**src/rtl/qspi_target_sampled.sv**
```systemverilog
// QSPI target sampled on the system clock: decodes a one-byte command, then streams
// write data to an rx valid/ready port or shifts tx bytes out in single or quad mode.
//
// state  | meaning
// IDLE   | CSN high, waiting for the synchronized CSN falling edge
// CMD    | shifting the command byte in on sd[0]
// WR1    | single-line write, one bit per SCK rise
// WRQ    | quad write, one nibble per SCK rise
// DUMMY  | counting dummy SCK rises before read data
// RD1    | single-line read, one bit per SCK fall on sd[1]
// RDQ    | quad read, one nibble per SCK fall
// IGNORE | unknown command, idle until CSN deasserts
module qspi_target_sampled #(
   parameter int SYNC_STAGES  = 2,
   parameter int DUMMY_CYCLES = 8
) (
   input  logic       sys_clk_i,
   input  logic       rst_i,
   input  logic       sck_i,
   input  logic       csn_i,
   input  logic [3:0] sd_i,
   output logic [3:0] sd_o,
   output logic [3:0] sd_oe_o,
   output logic [7:0] rx_data_o,
   output logic       rx_valid_o,
   input  logic       rx_ready_i,
   input  logic [7:0] tx_data_i,
   input  logic       tx_valid_i,
   output logic       tx_ready_o,
   output logic       busy_o,
   output logic       eot_o,
   output logic       overrun_o,
   output logic       underrun_o
);

   localparam int DCW = (DUMMY_CYCLES > 0) ? $clog2(DUMMY_CYCLES + 1) : 1;
   localparam logic [DCW-1:0] DUMMY_INIT = DCW'(DUMMY_CYCLES);
   localparam logic [DCW-1:0] DCNT_ONE   = DCW'(1);

   typedef enum logic [2:0] {IDLE, CMD, WR1, WRQ, DUMMY, RD1, RDQ, IGNORE} state_t;
   state_t state, state_nxt;

   logic [SYNC_STAGES-1:0] sck_sync, csn_sync;
   logic [3:0]             sd_sync [SYNC_STAGES];
   logic                   sck_s, csn_s, sck_q, csn_q;
   logic [3:0]             sd_s;
   logic                   rise, fall, csn_fall, csn_rise;

   logic [2:0]     bit_cnt;
   logic [7:0]     shreg, tx_sh, rx_byte, tx_byte, tx_src;
   logic [DCW-1:0] dcnt;
   logic           rd_quad, wr_done, rd_load, quad_out;

   always_ff @(posedge sys_clk_i or posedge rst_i) begin
      if (rst_i) begin
         sck_sync <= '0;
         csn_sync <= '1;
         sck_q    <= 1'b0;
         csn_q    <= 1'b1;
         for (int i = 0; i < SYNC_STAGES; i++) sd_sync[i] <= 4'h0;
      end else begin
         sck_sync   <= {sck_sync[SYNC_STAGES-2:0], sck_i};
         csn_sync   <= {csn_sync[SYNC_STAGES-2:0], csn_i};
         sd_sync[0] <= sd_i;
         for (int i = 1; i < SYNC_STAGES; i++) sd_sync[i] <= sd_sync[i-1];
         sck_q <= sck_s;
         csn_q <= csn_s;
      end
   end

   assign sck_s    = sck_sync[SYNC_STAGES-1];
   assign csn_s    = csn_sync[SYNC_STAGES-1];
   assign sd_s     = sd_sync[SYNC_STAGES-1];
   assign rise     = sck_s & ~sck_q & ~csn_s;
   assign fall     = ~sck_s & sck_q & ~csn_s;
   assign csn_fall = ~csn_s & csn_q;
   assign csn_rise = csn_s & ~csn_q;

   assign rx_byte  = (state == WRQ) ? {shreg[3:0], sd_s} : {shreg[6:0], sd_s[0]};
   assign wr_done  = rise & (((state == WR1) & (bit_cnt == 3'd7)) | ((state == WRQ) & bit_cnt[0]));
   assign rd_load  = fall & (((state == RD1) & (bit_cnt == 3'd0)) | ((state == RDQ) & ~bit_cnt[0]));
   assign tx_byte  = tx_valid_i ? tx_data_i : 8'hFF;
   assign tx_src   = rd_load ? tx_byte : tx_sh;
   assign quad_out = (state == RDQ);

   assign tx_ready_o = rd_load;
   assign underrun_o = rd_load & ~tx_valid_i;
   assign overrun_o  = wr_done & rx_valid_o & ~rx_ready_i;
   assign eot_o      = csn_rise & (state inside {WR1, WRQ, DUMMY, RD1, RDQ});
   assign busy_o     = ~csn_s;

   always_ff @(posedge sys_clk_i or posedge rst_i) begin
      if (rst_i) state <= IDLE;
      else       state <= state_nxt;
   end

   always_comb begin
      state_nxt = state;
      if (csn_rise) begin
         state_nxt = IDLE;
      end else begin
         case (state)
            IDLE:  if (csn_fall) state_nxt = CMD;
            CMD: begin
               if (rise && bit_cnt == 3'd7) begin
                  case (rx_byte)
                     8'h02:   state_nxt = WR1;
                     8'h32:   state_nxt = WRQ;
                     8'h03:   state_nxt = (DUMMY_CYCLES == 0) ? RD1 : DUMMY;
                     8'h6B:   state_nxt = (DUMMY_CYCLES == 0) ? RDQ : DUMMY;
                     default: state_nxt = IGNORE;
                  endcase
               end
            end
            DUMMY: if (rise && dcnt == DCNT_ONE) state_nxt = rd_quad ? RDQ : RD1;
            default: ;
         endcase
      end
   end

   always_ff @(posedge sys_clk_i or posedge rst_i) begin
      if (rst_i) begin
         bit_cnt    <= 3'd0;
         shreg      <= 8'h00;
         tx_sh      <= 8'h00;
         dcnt       <= '0;
         rd_quad    <= 1'b0;
         sd_o       <= 4'h0;
         sd_oe_o    <= 4'h0;
         rx_data_o  <= 8'h00;
         rx_valid_o <= 1'b0;
      end else begin
         if (csn_fall) bit_cnt <= 3'd0;
         if (rise && (state inside {CMD, WR1, WRQ})) begin
            shreg   <= rx_byte;
            bit_cnt <= bit_cnt + 3'd1;
         end
         if (rise && state == CMD && bit_cnt == 3'd7) begin
            dcnt    <= DUMMY_INIT;
            rd_quad <= (rx_byte == 8'h6B);
         end
         if (rise && state == DUMMY) dcnt <= dcnt - DCNT_ONE;
         // the bit counter wraps at 8, so even counts mark nibble boundaries in RDQ
         if (fall && (state inside {RD1, RDQ})) begin
            bit_cnt <= bit_cnt + 3'd1;
            sd_oe_o <= quad_out ? 4'hF : 4'b0010;
            sd_o    <= quad_out ? tx_src[7:4] : {2'b00, tx_src[7], 1'b0};
            tx_sh   <= quad_out ? {tx_src[3:0], 4'h0} : {tx_src[6:0], 1'b0};
         end
         if (csn_rise) begin
            sd_oe_o <= 4'h0;
            sd_o    <= 4'h0;
         end
         if (wr_done) begin
            if (!rx_valid_o || rx_ready_i) begin
               rx_data_o  <= rx_byte;
               rx_valid_o <= 1'b1;
            end
         end else if (rx_valid_o && rx_ready_i) begin
            rx_valid_o <= 1'b0;
         end
      end
   end

endmodule

```
**config.mk**
```make
export PLATFORM = sky130hd
export DESIGN_NAME = qspi_target_sampled
export DESIGN_NICKNAME = d
export VERILOG_FILES = /design/src/rtl/qspi_target_sampled.sv
export SDC_FILE = /design/constraint.sdc
export NUM_CORES = 1
export LEC_CHECK = 0
export BUFFER_PORTS_ARGS = -buffer_cell sky130_fd_sc_hd__clkbuf_2
export CAP_MARGIN = 0
export CORE_MARGIN = 1.5
export CORE_UTILIZATION = 56
export DETAILED_ROUTE_END_ITERATION = 10
export GPL_TIMING_DRIVEN = 0
export PLACE_DENSITY = 0.89
export SLEW_MARGIN = 20
export SYNTH_ARGS = -nofsm -noshare
export SYNTH_HDL_FRONTEND = slang
export SYNTH_SLANG_ARGS = --single-unit
```
**constraint.sdc**
```tcl
create_clock -name sys_clk_i -period 2.8 [get_ports sys_clk_i]
set_clock_uncertainty 0.2 [all_clocks]
set_input_delay 0 -clock sys_clk_i [delete_from_list [all_inputs] [get_ports sys_clk_i]]
set_output_delay 0 -clock sys_clk_i [all_outputs]
set_load 0.01 [all_outputs]
```
=== Word-level counts from Yosys, hierarchy flattened ===
Index checks and enable logic that the tools add are counted.

* $add $sub $neg: 2
* Equal/unequal tests: 16
* Mux-type cells: 25
* Bitwise gates (word level): 25
* Reduce and logical (&&, ||, !) cells: 24

{| class="wikitable"
|+ Operators by type and width
! kind !! number
|-
| two-way mux 4 bit || 8
|-
| two-way mux 8 bit || 4
|-
| two-way mux 3 bit || 7
|-
| one-hot mux 3 bit (3 select lines) || 2
|-
| AND 1 bit || 16
|-
| == test 8 x 2 -> 1 bit (second input constant) || 2
|-
| == test 3 bit (second input constant) || 4
|-
| == test 8 x 6 -> 1 bit (second input constant) || 1
|-
| == test 8 x 7 -> 1 bit (second input constant) || 1
|-
| logical AND 1 bit || 8
|-
| nonzero test 2 bit || 4
|-
| inverter 1 bit || 7
|-
| == test 3 x 2 -> 1 bit (second input constant) || 2
|-
| zero test 3 bit || 2
|-
| inequality test 3 bit (second input constant) || 2
|-
| nonzero test 3 bit || 2
|-
| nonzero test 5 bit || 1
|-
| == test 4 x 1 -> 1 bit (second input constant) || 1
|-
| AND reduction 2 bit || 2
|-
| AND reduction 4 bit || 1
|-
| nonzero test 4 bit || 1
|-
| subtractor 4 x 1 -> 4 bit (second input constant) || 1
|-
| adder 3 x 1 -> 3 bit (second input constant) || 1
|-
| == test 3 x 1 -> 1 bit (second input constant) || 1
|-
| 8 further kinds || 11
|}

* Register bits: 57
* Input port bits: 18
* Output and inout port bits: 22

=== Logic depth before layout (Yosys ltp) ===
Gate-level depths: netlist (run 1).

* Depth in word-level cells: 8
* Mapped depth: 7

=== Worst setup path before layout (run 1) ===
OpenSTA, ideal clock, no wires.

* Path type: reg2reg
* From: register bit_cnt[0]
* To: register rx_data_o[3]
* Data arrival time: 1600 ps
* Data required time: 2468 ps
* Slack: 868 ps
* Cell stages (with the launch flop): 7
* Buffers on the path: 1
* Period minus slack after synthesis: 1932 ps
* Cell sequence: dfrtp_1 > ha_1 > ha_1 > mux2_2 > nand4_1 > clkbuf_1 > o21ai_0

* Word-level cells in the longest chain between the ends: 5
* Elaborated cells between the ends (all ways): 6
* Those cells by class: eq/ne (1); bitwise (4); reduce/logical (1)

{| class="wikitable"
|+ Ends and longest elaborated chain
! what !! RTL line !! text
|-
| start, declared || 49 || <nowiki>logic [2:0] bit_cnt;</nowiki>
|-
| start signal, assigned || 136 || <nowiki>bit_cnt <= bit_cnt + 3'd1;</nowiki>
|-
| start signal, assigned || 145 || <nowiki>bit_cnt <= bit_cnt + 3'd1;</nowiki>
|-
| == test 3 bit || 80 || <nowiki>assign wr_done = rise & (((state == WR1) & (bit_cnt == 3'd7)) | ((state == WRQ) & bit_cnt[0]));</nowiki>
|-
| AND 1 bit || 80 ||
|-
| OR 1 bit (*) || 80 ||
|-
| AND 1 bit (*) || 80 ||
|-
| AND reduction 2 bit (no source line) (*) || - ||
|-
| end signal, assigned || 156 || <nowiki>rx_data_o <= rx_byte;</nowiki>
|-
| end, declared || 24 || <nowiki>output logic [7:0] rx_data_o,</nowiki>
|}

Every way passes the cells marked *; elsewhere a longest branch is shown, timed or not.
A chain may end at the register's enable or synchronous reset.

=== Final worst setup path (run 1) ===
* From: register bit_cnt[0]
* To: register sd_o[1]

* Word-level cells in the longest chain between the ends: 8
* Elaborated cells between the ends (all ways): 10
* Those cells by class: mux (4); bitwise (5); reduce/logical (1)

{| class="wikitable"
|+ Ends and longest elaborated chain
! what !! RTL line !! text
|-
| zero test 3 bit or inverter 1 bit (tied branches) || 81 || <nowiki>assign rd_load = fall & (((state == RD1) & (bit_cnt == 3'd0)) | ((state == RDQ) & ~bit_cnt[0]));</nowiki>
|-
| AND 1 bit || 81 ||
|-
| OR 1 bit (*) || 81 ||
|-
| AND 1 bit (*) || 81 ||
|-
| two-way mux 8 bit (*) || 83 || <nowiki>assign tx_src = rd_load ? tx_byte : tx_sh;</nowiki>
|-
| two-way mux 4 bit (*) || 147 || <nowiki>sd_o <= quad_out ? tx_src[7:4] : {2'b00, tx_src[7], 1'b0};</nowiki>
|-
| two-way mux 4 bit (*) || 144 || <nowiki>if (fall && (state inside {RD1, RDQ})) begin</nowiki>
|-
| two-way mux 4 bit (*) || 150 || <nowiki>if (csn_rise) begin</nowiki>
|-
| end signal, assigned || 147 ||
|-
| end, declared || 22 || <nowiki>output logic [3:0] sd_o,</nowiki>
|}

Every way passes the cells marked *; elsewhere a longest branch is shown, timed or not. The select of a mux whose other input is x is not followed.

==> results.json, run 1 <==
{
  "outcome": "completed",
  "dieArea_um2": 5205,
  "routabilityCongestion": 0.9057,
  "drt_drc_violations_left": 0,
  "holdBufCountCts": 18,
  "synthesis.nets": 284,
  "worstMarginPinSlew_ps": 604.6,
  "clkTransAtPathRegs_ps": 90,
  "p_int_mw": 1.429,
  "ys_warn_count": 0,
  "slew_viol_final": 0,
  "syn_inst": 259,
  "core_um2": 4474,
  "io_buffers": 39,
  "max_cap_viol_count": 0,
  "ant_nets": 0,
  "die_h_um": 72.15,
  "cts_buffers": 5,
  "cp.arrival_ps": 2600,
  "final_nets": 349,
  "wl_met3_um": 410,
  "placed_cell_area_um2": 2958,
  "wl_per_cell_um": 15.36,
  "combinationalPowerShare_pct": 32.2,
  "critPathKind": "reg -> reg",
  "drtIter0Drc": 276,
  "cp-end-kind": "register",
  "drtPass1Iterations": 5,
  "r2r_slack_ps": 190,
  "grt_pass1_wl_um": 9735,
  "antenna-diode-count": 0,
  "cp-start-kind": "register",
  "viasPerCell": 5.843,
  "dp_hpwl_um": 3969,
  "ctsResizeCount": 0,
  "ctsHtreeMaxLevel": 2,
  "hold_viol": 0,
  "grt_setup_unrepaired": "no",
  "clockRootBuffer": "clkbuf_8",
  "n_fill_cell": 320,
  "relSlewSlack_pct": 59.59,
  "switchingPower_mw": 0.7751,
  "setup_tns_ps": 0,
  "min_period_over_period_pct": 93.09,
  "cts_sinks": 54,
  "top_layer": "met4",
  "powerDensity_nw_per_um2": 685.7,
  "wl_met1_um": 2508,
  "cp_slowest_cell": "dlygate4sd3_1",
  "antenna_found_initial": 0,
  "fin_area_um2": 3214,
  "grt-ovfl-total": 0,
  "setup_viol": 0,
  "synth.cell_area_um2": 2678,
  "fin_crit_ps": 2606,
  "path_max_fanout": 10,
  "drive_gt1_share_pct": 20.68,
  "route.final.wire_length_um": 5776,
  "p_leak_nw": 1.533,
  "io_pins": 40,
  "clk_path_buf_depth": 2,
  "route.vias.total": 2197,
  "seqPwrFrac_pct": 49.4,
  "grt_usage_pct": 24.10,
  "rows": 24,
  "die_x_um": 72.15,
  "seq_area_frac_synth_pct": 50.61,
  "irDropWorstVdd_mv": 0.4887,
  "postCtsSetupRepairBufs": 0,
  "start_util_pct": 59.84,
  "syn_area_per_cell_um2": 10.34,
  "cpPeakStageDelay_ps": 570,
  "clk_latency_ps": 310,
  "tritoncts": "built",
  "synth_cell_types": 49,
  "path_cells": "inv_1 > ha_1 > and4bb_2 > o21a_2 > buf_4 > o2111ai_1 > o311ai_1 > dlygate4sd3_1",
  "clkPwrFrac_pct": 18.4,
  "grt_pass1_vias": 2134,
  "grt_max_degree": 30,
  "crit_required_ps": 2800,
  "synthToLayoutAreaGrowth_pct": 20.05,
  "hp-class": "in -> reg",
  "fmaxAchievable_mhz": 383.7,
  "ys_ff_latch": 54,
  "p_sw_share_pct": 35.17,
  "wl_met2_um": 2753
}
-- layout by cell type (no fill, tap or decap), drive strengths merged, types with 3 or more instances in the layout --
| master | instances |
|---|---|
| nor2b | 3 |
| ha | 7 |
| o41ai | 3 |
| buf | 10 |
| nor4b | 4 |
| mux2 | 5 |
| dfrtp | 51 |
| dfstp | 3 |
| o2111ai | 5 |
| inv | 14 |
| nor2 | 9 |
| a21oi | 7 |
| o211ai | 7 |
| nand3 | 10 |
| dlygate4sd3 | 18 |
| nand2 | 33 |
| mux2i | 15 |
| nand2b | 9 |
| and2 | 5 |
| o21ai | 21 |
| clkbuf | 51 |
| nor3 | 3 |
-- worst paths after layout --
check	from	end	cells past startpoint
worst max-delay path	bit_cnt[0]	sd_o[1]	8
worst min-delay path	tx_valid_i	tx_sh[2]	4
worst max register to register	bit_cnt[0]	sd_o[1]	8
worst min register to register	sck_sync[0]	sck_sync[1]	0
max in group asynchronous	rst_i	shreg[2]	4
min in group asynchronous	rst_i	tx_sh[1]	3
-- kinds of logic (layout without fill, tap and decap cells) --
kind of cell / Yosys count / after routing / share of synthesized area [%]
AND/OR/NAND/NOR: 90 / 90 / 17.85
AO/OA/AOI/OAI: 56 / 56 / 14.07
flip-flops: 54 / 54 / 50.61
buffers and inverters: 28 / 93 / 4.673
multiplexers: 21 / 21 / 8.551
adder cells (fa/ha/maj): 7 / 7 / 3.271
XOR/XNOR: 3 / 3 / 0.9815
-- routing by layer --
layer,vias up,global-route usage [%]
met2,103,36.83
met5,-,0
li1,1050,-
met4,0,9.224
met3,11,4.861
met1,1033,34.26
-- synth_stat cells (all sizes together) --
master   instances  area (µm²)
dfrtp           51        1276
nand2           33       123.9
o21ai           21       105.1
mux2i           15       150.1
inv             14       52.55
nand3           10       50.05
buf              9       53.80
nand2b           9       56.30
nor2             9       33.78
a21oi            7       35.03
ha               7       87.58
o211ai           7       52.55
and2             5       31.28
clkbuf           5       18.77
mux2             5       56.30
o2111ai          5       43.79
nor4b            4       41.29
dfstp            3       78.83
nor2b            3       18.77
nor3             3       15.01
o41ai            3       26.28
a41o             2       20.02
and3             2       12.51
nand4            2       12.51
nor3b            2       15.01
nor4             2       12.51
o221ai           2       17.52
xnor2            2       17.52
a211oi           1       7.510
a21boi           1       7.510
a311o            1       10.01
a31o             1       8.760
a31oi            1       6.260
a41oi            1       8.760
and3b            1       8.760
and4b            1       10.01
and4bb           1       12.51
mux4             1       22.52
nand3b           1       7.510
nor4bb           1       10.01
o211a            1       10.01
o21a             1       8.760
o311ai           1       8.760
or2              1       6.260
xor2             1       8.760
-- power by group through the flow --
stage / clock network, mW / logic [mW] / registers [mW]
floorplan: 0 / 0.511 / 1.05
CTS: 0.414 / 0.703 / 1.08
global placement: 0 / 0.624 / 1.08
global route: 0.439 / 0.793 / 1.11
detailed placement: 0 / 0.653 / 1.09
finish: 0.405 / 0.711 / 1.09
-- area by class of cell --
class / count / area (µm²) / share of cell area [%]
plain buffers: 14 / 72.57 / 2.258
multi-input cells: 177 / 1197 / 37.25
inverters: 14 / 52.55 / 1.635
repair buffers: 58 / 395.4 / 12.30
flip-flops and latches: 54 / 1355 / 42.16
clock buffers: 7 / 76.32 / 2.374
well taps: 52 / 65.06 / 2.024
-- critical path: cells and delay by family, from the launching register on --
family / cells / cell delay (ps)
buffers and inverters: 3 / 820
flip-flops: 1 / 450
adder cells (fa/ha/maj): 1 / 200
AND/OR/NAND/NOR: 1 / 250
AO/OA/AOI/OAI: 3 / 560
-- flip-flops by register name, summed over array words and instances, names as in the netlist, 2 cells and up --
name       count
bit_cnt        3
sd_s           4
rx_data_o      8
tx_sh          7
sd_o           4
sd_oe_o        2
shreg          7
dcnt           4
sck_sync       2
sd_sync        4
state          3
csn_sync       2
-- through the flow --
step | util, % | hold WS, ps | setup slack, ps | std cells | power, mW
CTS | 71.84 | 23.48 | 244.3 | 376 | 2.197
global placement | 65.66 | -112.6 | 618.7 | 350 | 1.706
detailed placement | 66.11 | -139.5 | 587.7 | 351 | 1.747
global route | 71.84 | 63.47 | 24.77 | 376 | 2.340
floorplan | - | -195.5 | 867.7 | 259 | 1.563
finish | 71.84 | 42.85 | 193.5 | 376 | 2.204
Note: power is estimated with default switching activity, not from simulation.
==> run 2, diff against run 1 <==
--- a/config.mk
+++ b/config.mk
@@ -7,11 +7,14 @@
 export LEC_CHECK = 0
 export BUFFER_PORTS_ARGS = -buffer_cell sky130_fd_sc_hd__clkbuf_2
 export CAP_MARGIN = 0
+export CELL_PAD_IN_SITES_DETAIL_PLACEMENT = 0
+export CELL_PAD_IN_SITES_GLOBAL_PLACEMENT = 1
 export CORE_MARGIN = 1.5
-export CORE_UTILIZATION = 56
+export CORE_UTILIZATION = 44
 export DETAILED_ROUTE_END_ITERATION = 10
 export GPL_TIMING_DRIVEN = 0
 export PLACE_DENSITY = 0.89
+export REMOVE_ABC_BUFFERS = 1
 export SLEW_MARGIN = 20
 export SYNTH_ARGS = -nofsm -noshare
 export SYNTH_HDL_FRONTEND = slang
==> results.json, run 2 (synthesis gave the netlist of run 1 again) <==
{
  "clkTransAtPathRegs_ps": 100,
  "layout_commonest_cell": "dfrtp_1",
  "dieArea_um2": 6563,
  "critPathKind": "reg -> reg",
  "layout_common_cells": "dfrtp_1 (51), clkbuf_2 (39), nand2_1 (33)",
  "slew_viol_final": 0,
  "min_delay_path_depth": 4,
  "cp-end-kind": "register",
  "n_fill_cell": 541,
  "grt_max_degree": 55,
  "drtPass1Iterations": 4,
  "ant_nets": 0,
  "tritoncts": "built",
  "routabilityCongestion": 0.8566,
  "max_cap_viol_count": 0,
  "final_nets": 336,
  "fmaxAchievable_mhz": 382.4,
  "path_max_fanout": 16,
  "cp-start-kind": "register",
  "io_pins": 40,
  "hp-class": "in -> reg",
  "die_h_um": 81.01,
  "viasPerCell": 5.388,
  "largest_reg_flops": 8,
  "clk_path_buf_depth": 2,
  "reg2reg_depth": 4,
  "grt_usage_pct": 18.01,
  "route.final.wire_length_um": 5371,
  "clockRootBuffer": "clkbuf_8",
  "grt_pass1_wl_um": 9094,
  "grt_pass1_vias": 1978,
  "drtIter0Drc": 200,
  "drt_drc_violations_left": 0,
  "route.vias.total": 2085,
  "cts_sinks": 54,
  "ctsHtreeMaxLevel": 2,
  "relSlewSlack_pct": 30.60,
  "irDropWorstVdd_mv": 0.2989,
  "io_buffers": 39,
  "cts_buffers": 5,
  "min_period_over_period_pct": 93.41,
  "largest-register": "rx_data_o",
  "clk_latency_ps": 310,
  "fin_crit_ps": 2615,
  "fin_util_pct": 54.36,
  "drive_gt1_share_pct": 21.15,
  "cp.arrival_ps": 2620,
  "whs_ps": 19.11,
  "antenna_found_initial": 0,
  "worstMarginPinSlew_ps": 1034,
  "wl_per_cell_um": 13.88,
  "crit_required_ps": 2800,
  "r2r_slack_ps": 180,
  "setup_viol": 0,
  "powerDensity_nw_per_um2": 676.5,
  "grt-ovfl-total": 0,
  "antenna-diode-count": 0,
  "outcome": "completed",
  "core_um2": 5886,
  "die_x_um": 81.01,
  "grt_setup_unrepaired": "no",
  "hold_viol": 0,
  "rows": 28,
  "reg_top3": "rx_data_o (8), shreg (7), tx_sh (7)",
  "start_util_pct": 45.49,
  "synthToLayoutAreaGrowth_pct": 19.49,
  "setup_tns_ps": 0,
  "dp_hpwl_um": 3707,
  "p_leak_nw": 1.499
}
==> run 2: path summary, 6_finish.rpt <==
| path | from | end |
|---|---|---|
| setup / recovery | state[1] | bit_cnt[1] |
| hold / removal | tx_valid_i | tx_sh[3] |
| setup reg to reg | state[1] | bit_cnt[1] |
| hold reg to reg | sck_sync[0] | sck_sync[1] |
| max in group asynchronous | rst_i | tx_sh[1] |
| min in group asynchronous | rst_i | shreg[3] |
==> run 2: critical path, stage by stage, from the launching register on <==
cell     delay (ps)
dfrtp_1         650
nor2b_1         190
o21ai_1         850
nand2_1         280
mux2_2          330
==> run 2: area by class of cell <==
| class | instances | area [µm²] | share of cell area [%] |
|---|---|---|---|
| clock buffer | 5 | 68.82 | 2.151 |
| clock inverter | 3 | 21.27 | 0.6648 |
| inverter | 14 | 55.05 | 1.721 |
| multi-input combinational | 177 | 1217 | 38.05 |
| sequential | 54 | 1355 | 42.35 |
| tap | 75 | 93.84 | 2.933 |
| timing repair buffer | 59 | 387.9 | 12.12 |
==> run 2: timing repair <==
item / in CTS / in global routing
gates resized for setup: 2 / 1
pin swaps: 0 / 1
setup buffers: 0 / 3
endpoints found under the hold margin: 72 / 0
endpoints found under the setup margin: 17 / 1
hold buffers: 17 / 0
==> run 2: routing by layer <==
metal | global-route usage, % | routed length (µm) | up-vias
li1 | - | - | 1028
met1 | 24.50 | 2507 | 1011
met2 | 28.67 | 2592 | 37
met3 | 3.933 | 180 | 9
met4 | 5.690 | 90 | 0
met5 | 0 | 0 | -
==> run 2: stage by stage <==
stage	setup slack [ps]	power (mW)	instances	instance area, µm²
floorplan	214.1	1.541	245	2605
detailed placement	-453.6	1.715	359	2897
global route	37.04	2.324	387	3199
CTS	92.87	2.174	384	3172
finish	184.6	2.164	387	3199
global placement	-427.6	1.690	359	2894
==> run 2: where the power goes <==
group	total (mW)	switching [mW]	internal (mW)	leakage, nW
clock	0.435	0.259	0.176	0.0441
sequential	1.14	0.212	0.932	0.687
combinational	0.584	0.294	0.291	0.768
total	2.16	0.765	1.40	1.50
==> run 3, diff against run 2 <==
--- a/config.mk
+++ b/config.mk
@@ -13,7 +13,8 @@
 export CORE_UTILIZATION = 44
 export DETAILED_ROUTE_END_ITERATION = 10
 export GPL_TIMING_DRIVEN = 0
-export PLACE_DENSITY = 0.89
+export PLACE_DENSITY = 0.8
+export RECOVER_POWER = 50
 export REMOVE_ABC_BUFFERS = 1
 export SLEW_MARGIN = 20
 export SYNTH_ARGS = -nofsm -noshare
==> results.json, run 3 (synthesis gave the netlist of run 1 again) <==
{
  "wl_met2_um": 2444,
  "r2r-start": "state[2]",
  "fin_crit_ps": 2556,
  "io_buffers": 39,
  "viasPerCell": 5.285,
  "grt_pass1_wl_um": 8963,
  "cts_buffers": 5,
  "layout_commonest_cell": "dfrtp_1",
  "clk_path_buf_depth": 2,
  "clkTransAtPathRegs_ps": 90,
  "worstMarginPinSlew_ps": 1994,
  "setup_tns_ps": 0,
  "start_util_pct": 45.49,
  "clk_latency_ps": 300,
  "grt_usage_pct": 17.58,
  "wl_per_cell_um": 13.96,
  "reg_top3": "rx_data_o (8), shreg (7), tx_sh (7)",
  "layout_common_cells": "dfrtp_1 (51), nand2_1 (33), clkbuf_2 (25)",
  "setup_ws_ps": 244.0,
  "clockRootBuffer": "clkbuf_8",
  "final_nets": 332,
  "fin_util_pct": 54.34,
  "fin_area_um2": 3198,
  "hp-class": "in -> reg",
  "drt_drc_violations_left": 0,
  "ctsHtreeMaxLevel": 2,
  "antenna-diode-count": 0,
  "wl_met1_um": 2699,
  "drtPass1Iterations": 4,
  "relSlewSlack_pct": -33.05,
  "min_period_over_period_pct": 91.28,
  "die_h_um": 81.01,
  "max_cap_viol_count": 1,
  "grt_pass1_vias": 1878,
  "largest_reg_flops": 8,
  "cp_slowest_cell": "nor4b_2",
  "crit_required_ps": 2800,
  "grt_setup_unrepaired": "no",
  "powerDensity_nw_per_um2": 736.7,
  "grt_max_degree": 55,
  "postCtsSetupRepairBufs": 0,
  "fmaxAchievable_mhz": 391.2,
  "drtIter0Drc": 109,
  "antenna_found_initial": 0,
  "p_leak_nw": 1.457,
  "numPlacedInstances": 359,
  "path_cells": "nor4b_2 > nand2_1 > nand2_1 > mux2_2",
  "irDropWorstVdd_mv": 0.2768,
  "path_buf_inv": 0,
  "top_layer": "met4",
  "grt-ovfl-total": 0,
  "cp.arrival_ps": 2550,
  "whs_ps": 16.75,
  "setup_viol": 0,
  "place_ws_ps": -516.2,
  "cpLargestDelayFamily": "simple AND/OR/NAND/NOR gates",
  "dieArea_um2": 6563,
  "outcome": "finished with violations",
  "cpPeakStageDelay_ps": 630,
  "slew_viol_final": 55,
  "drive_gt1_share_pct": 15.26,
  "wl_met3_um": 143,
  "largest-register": "rx_data_o",
  "cts_sinks": 54,
  "route.vias.total": 2024,
  "cp-start-kind": "register",
  "cp-end-kind": "register",
  "ant_nets": 0,
  "power.total_mw": 2.356,
  "die_x_um": 81.01,
  "path_max_fanout": 14,
  "routabilityCongestion": 0.8703,
  "crit_start": "state[2]",
  "placed_cell_area_um2": 2897,
  "dp_hpwl_um": 3647,
  "violations": "capacitance limit, slew limit",
  "critPathKind": "reg -> reg",
  "route.final.wire_length_um": 5346,
  "io_pins": 40,
  "cp_common_cell": "nand2_1",
  "layout.cells.non_filler": 383,
  "core_um2": 5886,
  "synthToLayoutAreaGrowth_pct": 19.44,
  "tritoncts": "built",
  "hold_viol": 0,
  "hold_path_startpoint": "tx_valid_i",
  "rows": 28
}
## run 3: final cells by class
cell class | instances | area [µm²]
Multi-Input combinational cell | 177 | 1216
Clock buffer | 6 | 82.58
Clock inverter | 2 | 60.06
Sequential cell | 54 | 1355
Timing Repair Buffer | 55 | 337.8
Tap cell | 75 | 93.84
Inverter | 14 | 52.55
Fill cell | 557 | 2688
## run 3: timing repair
action,4_1_cts,5_1_grt
setup endpoints to repair,17,2
gates resized for setup,2,1
hold endpoints to repair,72,0
hold buffers,16,0
## run 3: where the power goes
group	total, mW	switching (mW)	internal, mW
combinational	0.584	0.296	0.288
sequential	1.14	0.207	0.932
clock	0.633	0.252	0.381
## run 3: worst paths after layout
path                                 to  slack (ps)  depth (start not counted)
hold / removal                 tx_sh[2]          20                          4
min in group asynchronous  rx_data_o[3]         690                          3
setup / recovery             bit_cnt[1]         240                          4
setup reg to reg             bit_cnt[1]         240                          4
hold reg to reg             sck_sync[1]         150                          0
max in group asynchronous   sck_sync[0]         570                          3
## run 3: layer usage
layer	vias to the layer above	track usage, %
met4	0	4.138
met1	963	26.01
li1	1025	-
met5	-	0
met2	32	26.33
met3	4	3.708
## run 3: worst min-delay path: cells and delay by family
family | cells | cell delay (ps)
simple gates | 1 | 90
buf+inv | 1 | 150
mux | 1 | 80
compound gates | 1 | 150
